[src/rtl/imem_uart_loader.sv]
// rtl/imem_uart_loader.sv - UART program-image loader writing 32-bit words into instruction RAM
// Frame: A5 | N hi | N lo | N words MSB-first | XOR checksum of data bytes.
module imem_uart_loader #(
  parameter int ADDR_BITS      = 8,
  parameter int TIMEOUT_CYCLES = 1000000
) (
  input  logic        clk,
  input  logic        reset,
  input  logic [7:0]  rx_data,
  input  logic        rx_valid,
  output logic        wr_en,
  output logic [31:0] wr_addr,
  output logic [31:0] wr_data,
  output logic        cpu_hold,
  output logic        load_done,
  output logic        load_error
);

  typedef enum logic [2:0] {
    IDLE, CNT_HI, CNT_LO, DATA, CSUM, DONE, ERR
  } state_t;

  localparam logic [16:0] MAX_WORDS = 17'(2 ** ADDR_BITS);
  localparam logic [31:0] TIMER_MAX = 32'(TIMEOUT_CYCLES - 1);
  localparam logic [7:0]  SYNC_BYTE = 8'hA5;

  state_t      state_q, state_d;
  logic [15:0] n_q, n_d;
  logic [23:0] word_q, word_d;
  logic [1:0]  byte_cnt_q, byte_cnt_d;
  logic [16:0] word_idx_q, word_idx_d;
  logic [7:0]  csum_q, csum_d;
  logic [31:0] timer_q, timer_d;
  logic        wr_en_q, wr_en_d;
  logic [31:0] wr_addr_q, wr_addr_d;
  logic [31:0] wr_data_q, wr_data_d;
  logic        cpu_hold_q, cpu_hold_d;
  logic        load_done_q, load_done_d;
  logic        load_error_q, load_error_d;

  logic        counting;
  logic        timeout;
  logic [15:0] n_full;

  always_comb begin
    state_d      = state_q;
    n_d          = n_q;
    word_d       = word_q;
    byte_cnt_d   = byte_cnt_q;
    word_idx_d   = word_idx_q;
    csum_d       = csum_q;
    timer_d      = '0;
    wr_en_d      = 1'b0;
    wr_addr_d    = wr_addr_q;
    wr_data_d    = wr_data_q;
    n_full       = {n_q[15:8], rx_data};

    counting = (state_q == CNT_HI) || (state_q == CNT_LO) ||
               (state_q == DATA)   || (state_q == CSUM);
    timeout  = counting && (timer_q >= TIMER_MAX);

    if (counting && !rx_valid) begin
      timer_d = timer_q + 32'd1;
    end

    // A timeout outranks a byte arriving in the same cycle; that byte is dropped.
    if (timeout) begin
      state_d = ERR;
    end else begin
      case (state_q)
        IDLE, ERR: begin
          if (rx_valid && rx_data == SYNC_BYTE) begin
            state_d    = CNT_HI;
            csum_d     = '0;
            word_idx_d = '0;
            byte_cnt_d = '0;
          end
        end
        CNT_HI: begin
          if (rx_valid) begin
            n_d     = {rx_data, n_q[7:0]};
            state_d = CNT_LO;
          end
        end
        CNT_LO: begin
          if (rx_valid) begin
            n_d        = n_full;
            byte_cnt_d = '0;
            if (n_full == 16'd0) begin
              state_d = CSUM;
            end else if ({1'b0, n_full} > MAX_WORDS) begin
              state_d = ERR;
            end else begin
              state_d = DATA;
            end
          end
        end
        DATA: begin
          if (rx_valid) begin
            word_d     = {word_q[15:0], rx_data};
            csum_d     = csum_q ^ rx_data;
            byte_cnt_d = byte_cnt_q + 2'd1;
            if (byte_cnt_q == 2'd3) begin
              wr_en_d    = 1'b1;
              wr_data_d  = {word_q, rx_data};
              wr_addr_d  = {{(30 - ADDR_BITS){1'b0}}, word_idx_q[ADDR_BITS-1:0], 2'b00};
              word_idx_d = word_idx_q + 17'd1;
              if (word_idx_q + 17'd1 == {1'b0, n_q}) begin
                state_d = CSUM;
              end
            end
          end
        end
        CSUM: begin
          if (rx_valid) begin
            state_d = (rx_data == csum_q) ? DONE : ERR;
          end
        end
        DONE: begin
          state_d = IDLE;
        end
        default: begin
          state_d = IDLE;
        end
      endcase
    end

    // Status outputs follow the state being entered so they are registered with it.
    load_done_d  = (state_d == DONE);
    load_error_d = (state_d == ERR);
    cpu_hold_d   = (state_d != IDLE) && (state_d != DONE);
  end

  always_ff @(posedge clk) begin
    if (reset) begin
      state_q      <= IDLE;
      n_q          <= '0;
      word_q       <= '0;
      byte_cnt_q   <= '0;
      word_idx_q   <= '0;
      csum_q       <= '0;
      timer_q      <= '0;
      wr_en_q      <= 1'b0;
      wr_addr_q    <= '0;
      wr_data_q    <= '0;
      cpu_hold_q   <= 1'b0;
      load_done_q  <= 1'b0;
      load_error_q <= 1'b0;
    end else begin
      state_q      <= state_d;
      n_q          <= n_d;
      word_q       <= word_d;
      byte_cnt_q   <= byte_cnt_d;
      word_idx_q   <= word_idx_d;
      csum_q       <= csum_d;
      timer_q      <= timer_d;
      wr_en_q      <= wr_en_d;
      wr_addr_q    <= wr_addr_d;
      wr_data_q    <= wr_data_d;
      cpu_hold_q   <= cpu_hold_d;
      load_done_q  <= load_done_d;
      load_error_q <= load_error_d;
    end
  end

  assign wr_en      = wr_en_q;
  assign wr_addr    = wr_addr_q;
  assign wr_data    = wr_data_q;
  assign cpu_hold   = cpu_hold_q;
  assign load_done  = load_done_q;
  assign load_error = load_error_q;

endmodule

[config.mk]
export PLATFORM = sky130hd
export DESIGN_NAME = imem_uart_loader
export DESIGN_NICKNAME = d
export VERILOG_FILES = /design/src/rtl/imem_uart_loader.sv
export SDC_FILE = /design/constraint.sdc
export NUM_CORES = 1
export LEC_CHECK = 0
export ABC_AREA = 1
export CAP_MARGIN = 10
export CORE_MARGIN = 5
export CORE_UTILIZATION = 45
export CTS_CLUSTER_SIZE = 10
export DETAILED_ROUTE_END_ITERATION = 12
export PLACE_DENSITY = 0.73
export SLEW_MARGIN = 20
export SYNTH_ARGS = -nofsm -noshare
export SYNTH_HDL_FRONTEND = slang
export SYNTH_SLANG_ARGS = --single-unit
[constraint.sdc]
create_clock -name clk -period 2.4 [get_ports clk]
set_clock_uncertainty 0.15 [all_clocks]
set_input_delay 0.24 -clock clk [delete_from_list [all_inputs] [get_ports clk]]
set_output_delay 0.24 -clock clk [all_outputs]
set_load 0.1 [all_outputs]
=== Word-level counts from Yosys, hierarchy flattened ===
Index checks and enable logic that the tools add are counted.
Widths: inputs -> output; s select.

* Flip-flop bits (word level): 146
* Bits of input ports: 11
* Logic and storage cells: 92

* Add/subtract/negate cells: 3
* Order comparisons: 2
* Equality and inequality tests: 16
* Muxes and demuxes: 27
* Bitwise gates (word level): 7
* Reduce and logical (&&, ||, !) cells: 23

{| class="wikitable"
|+ Operator list
! operator !! number
|-
| $mux 17 || 3
|-
| $pmux 17 s2 || 1
|-
| $add 32x1->32 const B || 1
|-
| $ge 32x20->1 const B || 1
|-
| $pmux 16 s2 || 1
|-
| $mux 3 || 10
|-
| $mux 8 || 3
|-
| $add 17x1->17 const B || 1
|-
| $eq 17x16->1 || 1
|-
| $gt 16x9->1 const B || 1
|-
| $logic_not 16->1 || 1
|-
| $mux 16 || 1
|-
| $pmux 8 s2 || 1
|-
| $reduce_and 4->1 || 4
|-
| $pmux 3 s5 || 1
|-
| $eq 3x3->1 const B || 4
|-
| $reduce_and 5->1 || 2
|-
| $eq 8x8->1 || 1
|-
| $eq 8x8->1 const B || 1
|-
| $mux 2 || 4
|-
| $xor 8x8->8 || 1
|-
| $eq 3x2->1 const B || 2
|-
| $ne 2x2->1 const B || 3
|-
| $not 1->1 || 6
|-
| other kinds (16) || 23
|}

=== Depth between registers and ports, before layout ===
* Depth after elaboration: 9
* Depth in mapped cells: 17

=== Worst setup path after synthesis ===
Ideal clock, no wire load.

* Path type: register -> register
* Start: register timer_q[0]
* End: register word_q[14]
* Data arrival time: 1.827 ns
* Required time: 2.131 ns
* Slack: 0.304 ns
* Stages on the path, launching flop included: 14
* Clock period less this slack: 2.096 ns
* Path through: dfxtp_1 > ha_1 > nand3_2 > nor2_2 > nor2_1 > o31ai_1 > nand2_1 > nand2_2 > nand2_4 > nand3_2 > buf_6 > buf_6 > buf_4 > a21oi_1

* Word-level cells in the longest chain between the ends: 4

{| class="wikitable"
|+ RTL lines
! item !! line !! source
|-
| start: declaration || 33 || <nowiki>logic [31:0] timer_q, timer_d;</nowiki>
|-
| start signal: assignment || 156 || <nowiki>timer_q <= timer_d;</nowiki>
|-
| $ge 32x20->1 || 60 || <nowiki>timeout = counting && (timer_q >= TIMER_MAX);</nowiki>
|-
| $logic_and 1x1->1 || 60 ||
|-
| $not 1->1 (no line) || -- ||
|-
| $reduce_and 3->1 (no line) || -- ||
|-
| end signal: assignment || 152 || <nowiki>word_q <= word_d;</nowiki>
|-
| end: declaration || 29 || <nowiki>logic [23:0] word_q, word_d;</nowiki>
|}

Every way passes these cells.
A chain may end at the register's enable or synchronous reset.

=== Worst setup path in the final report ===
* Start: register timer_q[1]
* End: register timer_q[28]

* Word-level cells in the longest chain between the ends: 1

{| class="wikitable"
|+ RTL lines
! item !! line !! source
|-
| $add 32x1->32 || 63 || <nowiki>timer_d = timer_q + 32'd1;</nowiki>
|}

Every way passes these cells.

==> reports/metrics.cfg <==
[critical_path]
worstSetupStartpointType=register
rrSetupSlack_ns=0.1
worst-setup-path-type=register to register
r2r_start=timer_q[1]$_SDFF_PP0_
required_ns=2.56
endpoint_kind=register
rr_endpoint=timer_q[28]$_SDFF_PP0_
arrival_ns=2.47
cp_max_fo=3
r2r.worst_path.cells=13

[place]
hpwl_um=12200
dp_slack_ns=0.0216
place.gp.congestion=0.852
io_buffers=54

[global_route]
grt_pass1_vias=5920
grt_max_degree=32
antenna_found_initial=0
grt_pass1_wl_um=28100
overflow=0
grtUsageTotal_pct=18.7

[power]
vdd_drop_max_mv=0.443
p_leak_nw=3.38
power_switching_mw=1.72
swShare_pct=29.9
p_seq_share_pct=43.6
internal_power_mw=4.05
p_clk_share_pct=43.7
power_density_nw_per_um2=666
p_comb_share_pct=12.7

[timing]
max_clock_freq_ghz=0.434
hold_viol=0
setup_tns_ns=0
period_share_pct=95.9
setup_slack_ns=0.0977
min_period_ns=2.30
setup_viol=0
maxSlewViolCount=0

[routing]
vias=6508
drtIter0Drc=497
wl_per_cell_um=13.7
postRouteAntennaNets=0
dr.pass1.iters=7
wl_um=17400
vias_per_cell=5.12
drc=0

[floorplan]
core-area_um2=15300
ioPinCount=79
die_y_um=135
rows=45
dieWidth_um=135
dieArea_um2=18400
start_util_pct=46.3

[logic_synthesis]
yosys-top-cells-area=dfxtp_1 (41%), nand2_1 (7.8%), a21oi_1 (6.4%)
synthMuxAreaShare_pct=0
synth_edf_count=0
synth-seq-cells=146
yosysSeqAreaShare_pct=41.3
yosysTopAreaCell=dfxtp_1
synthSimpleGateAreaFrac_pct=27.1
synthCells=959
synth_fa_ha_area_share_pct=0.530
synth_warnings=0
synth-xor-area-share_pct=2.63
synthArstFlopShare_pct=0
avgSynthCellArea_um2=7.39
synth_compound_gate_area_share_pct=16.8
syn_area_um2=7090
synth.distinct_cells=47
synthFlopType=dfxtp_1
synth_top_family_by_area=simple AND/OR/NAND/NOR gates
synth_top_area_share_pct=41.3

[min_path]
whs_endpoint=wr_data[2]$_SDFFE_PP0P_
hp-class=input port to register
min-delay-start=rx_data[2]
hold_depth=3

[clock_network]
cts-root-buf=clkbuf_16
clock_sinks=146
htreeDepth=4
cts_buffers=17
clk_pin_slew_worst_paths_ns=0.07
cts_tree=yes
clk_path_buf_depth=2
clock_latency_ns=0.42

[flow_run]
cap_violations=0

[finish]
fill_cells=1418
area_growth_pct=22.4
drive_above_1_share_pct=20.5
insertedDiodeCount=0
layout.nets=1062

[run_status]
status=complete, no violations

==> flip-flops by register name, indices dropped and copies added, names as in the netlist, 3 cells and up <==
| register | count |
|---|---|
| csum_q | 8 |
| n_q | 16 |
| state_q | 3 |
| timer_q | 32 |
| word_idx_q | 17 |
| word_q | 24 |
| wr_addr | 8 |
| wr_data | 32 |
==> power by group through the flow <==
stage | sequential, mW | clock, mW | combinational [mW]
after floorplan | 2.57 | 0 | 0.578
after global placement | 2.57 | 0 | 0.716
after detailed placement | 2.57 | 0 | 0.719
after CTS | 2.51 | 2.56 | 0.724
after global routing | 2.52 | 2.68 | 0.812
final | 2.52 | 2.52 | 0.733
==> how the worst max path moves through the flow <==
stage | from | endpoint | slack [ns] | cells after the start
after floorplan | timer_q[0]$_SDFF_PP0_ | word_q[14]$_SDFFE_PP0P_ | 0.30 | 13
after global placement | rx_valid | cpu_hold$_SDFF_PP0_ | -0.01 | 15
after detailed placement | rx_valid | cpu_hold$_SDFF_PP0_ | 0.02 | 15
after CTS | timer_q[1]$_SDFF_PP0_ | timer_q[26]$_SDFF_PP0_ | 0.009 | 13
after global routing | timer_q[1]$_SDFF_PP0_ | timer_q[28]$_SDFF_PP0_ | -0.06 | 13
final | timer_q[1]$_SDFF_PP0_ | timer_q[28]$_SDFF_PP0_ | 0.1 | 13
==> cell usage after synthesis, drive strengths merged (2+ instances only) <==
library cell,number
o31ai,2
or2,10
nand3,93
dfxtp,146
o21ai,88
ha,3
a21oi,91
clkbuf,16
buf,44
nor2,100
xor2,7
o21a,2
nor4,7
a211oi,19
nor3,13
nand2,156
xnor2,9
nand4,22
inv,118
==> per-layer routing <==
layer | GRT usage (%) | up-vias | part of all wire (%)
li1 | - | 3321 | -
met3 | 3.75 | 27 | 5.2
met1 | 26.2 | 2953 | 48
met5 | 0 | - | 0
met4 | 6.10 | 0 | 1.6
met2 | 28.9 | 207 | 45
==> placed cells by master (no fill, tap or decap), types with 5 or more instances in the layout <==
| master | count |
|---|---|
| xnor2_1 | 9 |
| nor2_1 | 82 |
| nor2_4 | 9 |
| inv_1 | 110 |
| nand2_2 | 10 |
| nor2_2 | 9 |
| nand4_1 | 22 |
| nand2_1 | 143 |
| clkdlybuf4s50_1 | 10 |
| o21ai_1 | 19 |
| o21ai_0 | 67 |
| a211oi_2 | 13 |
| nand3_2 | 10 |
| nor3_1 | 13 |
| a21oi_1 | 91 |
| buf_4 | 88 |
| clkbuf_16 | 17 |
| xor2_1 | 7 |
| nor4_1 | 5 |
| dfxtp_1 | 136 |
| a211oi_1 | 6 |
| nand3_1 | 83 |
| or2_2 | 9 |
| inv_2 | 7 |
| buf_12 | 6 |
| dfxtp_2 | 10 |
| conb_1 | 24 |
==> metrics by stage <==
| stage | instances | util, % | hold WS, ns | power [mW] | cell area [um2] |
|---|---|---|---|---|---|
| after global routing | 1272 | 56.6 | 0.323 | 6.01 | 8670 |
| after floorplan | 982 | - | 0.193 | 3.15 | 7170 |
| final | 1272 | 56.6 | 0.294 | 5.77 | 8670 |
| after CTS | 1263 | 55.2 | 0.294 | 5.80 | 8460 |
| after detailed placement | 1231 | 51.5 | 0.297 | 3.29 | 7890 |
| after global placement | 1231 | 51.5 | 0.288 | 3.28 | 7890 |
==> worst max-delay path: stages (launching register included) <==
cell and delay (ns):
dfxtp_2 0.36, ha_4 0.14, nand3_2 0.09, buf_4 0.15
inv_1 0.05, nand2_2 0.08, nor2_4 0.13, nand2_2 0.08
nor4_4 0.32, nand3_2 0.16, nor2_4 0.17, nand3_2 0.09
o21ai_2 0.16, a21oi_1 0.05
==> cell families (layout without fill, tap and decap cells) <==
group	count (synthesis)	count (layout)
xor gates and xnor gates	18	18
buffers and inverters	178	255
DFF	146	146
AOI/OAI and AO/OA	208	208
adders and majority gates	3	3
other	1	24
and+or+nand+nor	405	407
==> final cells by class <==
class / count / area, um2 / share of cell area (%)
clock buffers: 17 / 425 / 4.91
clock inverters: 15 / 143 / 1.65
inverters: 118 / 447 / 5.15
multi-input cells: 660 / 3560 / 41.1
flip-flops and latches: 146 / 2940 / 33.9
well taps: 211 / 264 / 3.05
repair buffers: 105 / 892 / 10.3
==> timing repair <==
action,CTS,global route
gates resized for setup,0,45
hold buffers,0,0
setup buffers,0,7
endpoints found under the setup margin,0,64
(Power assumes the default switching activity.)
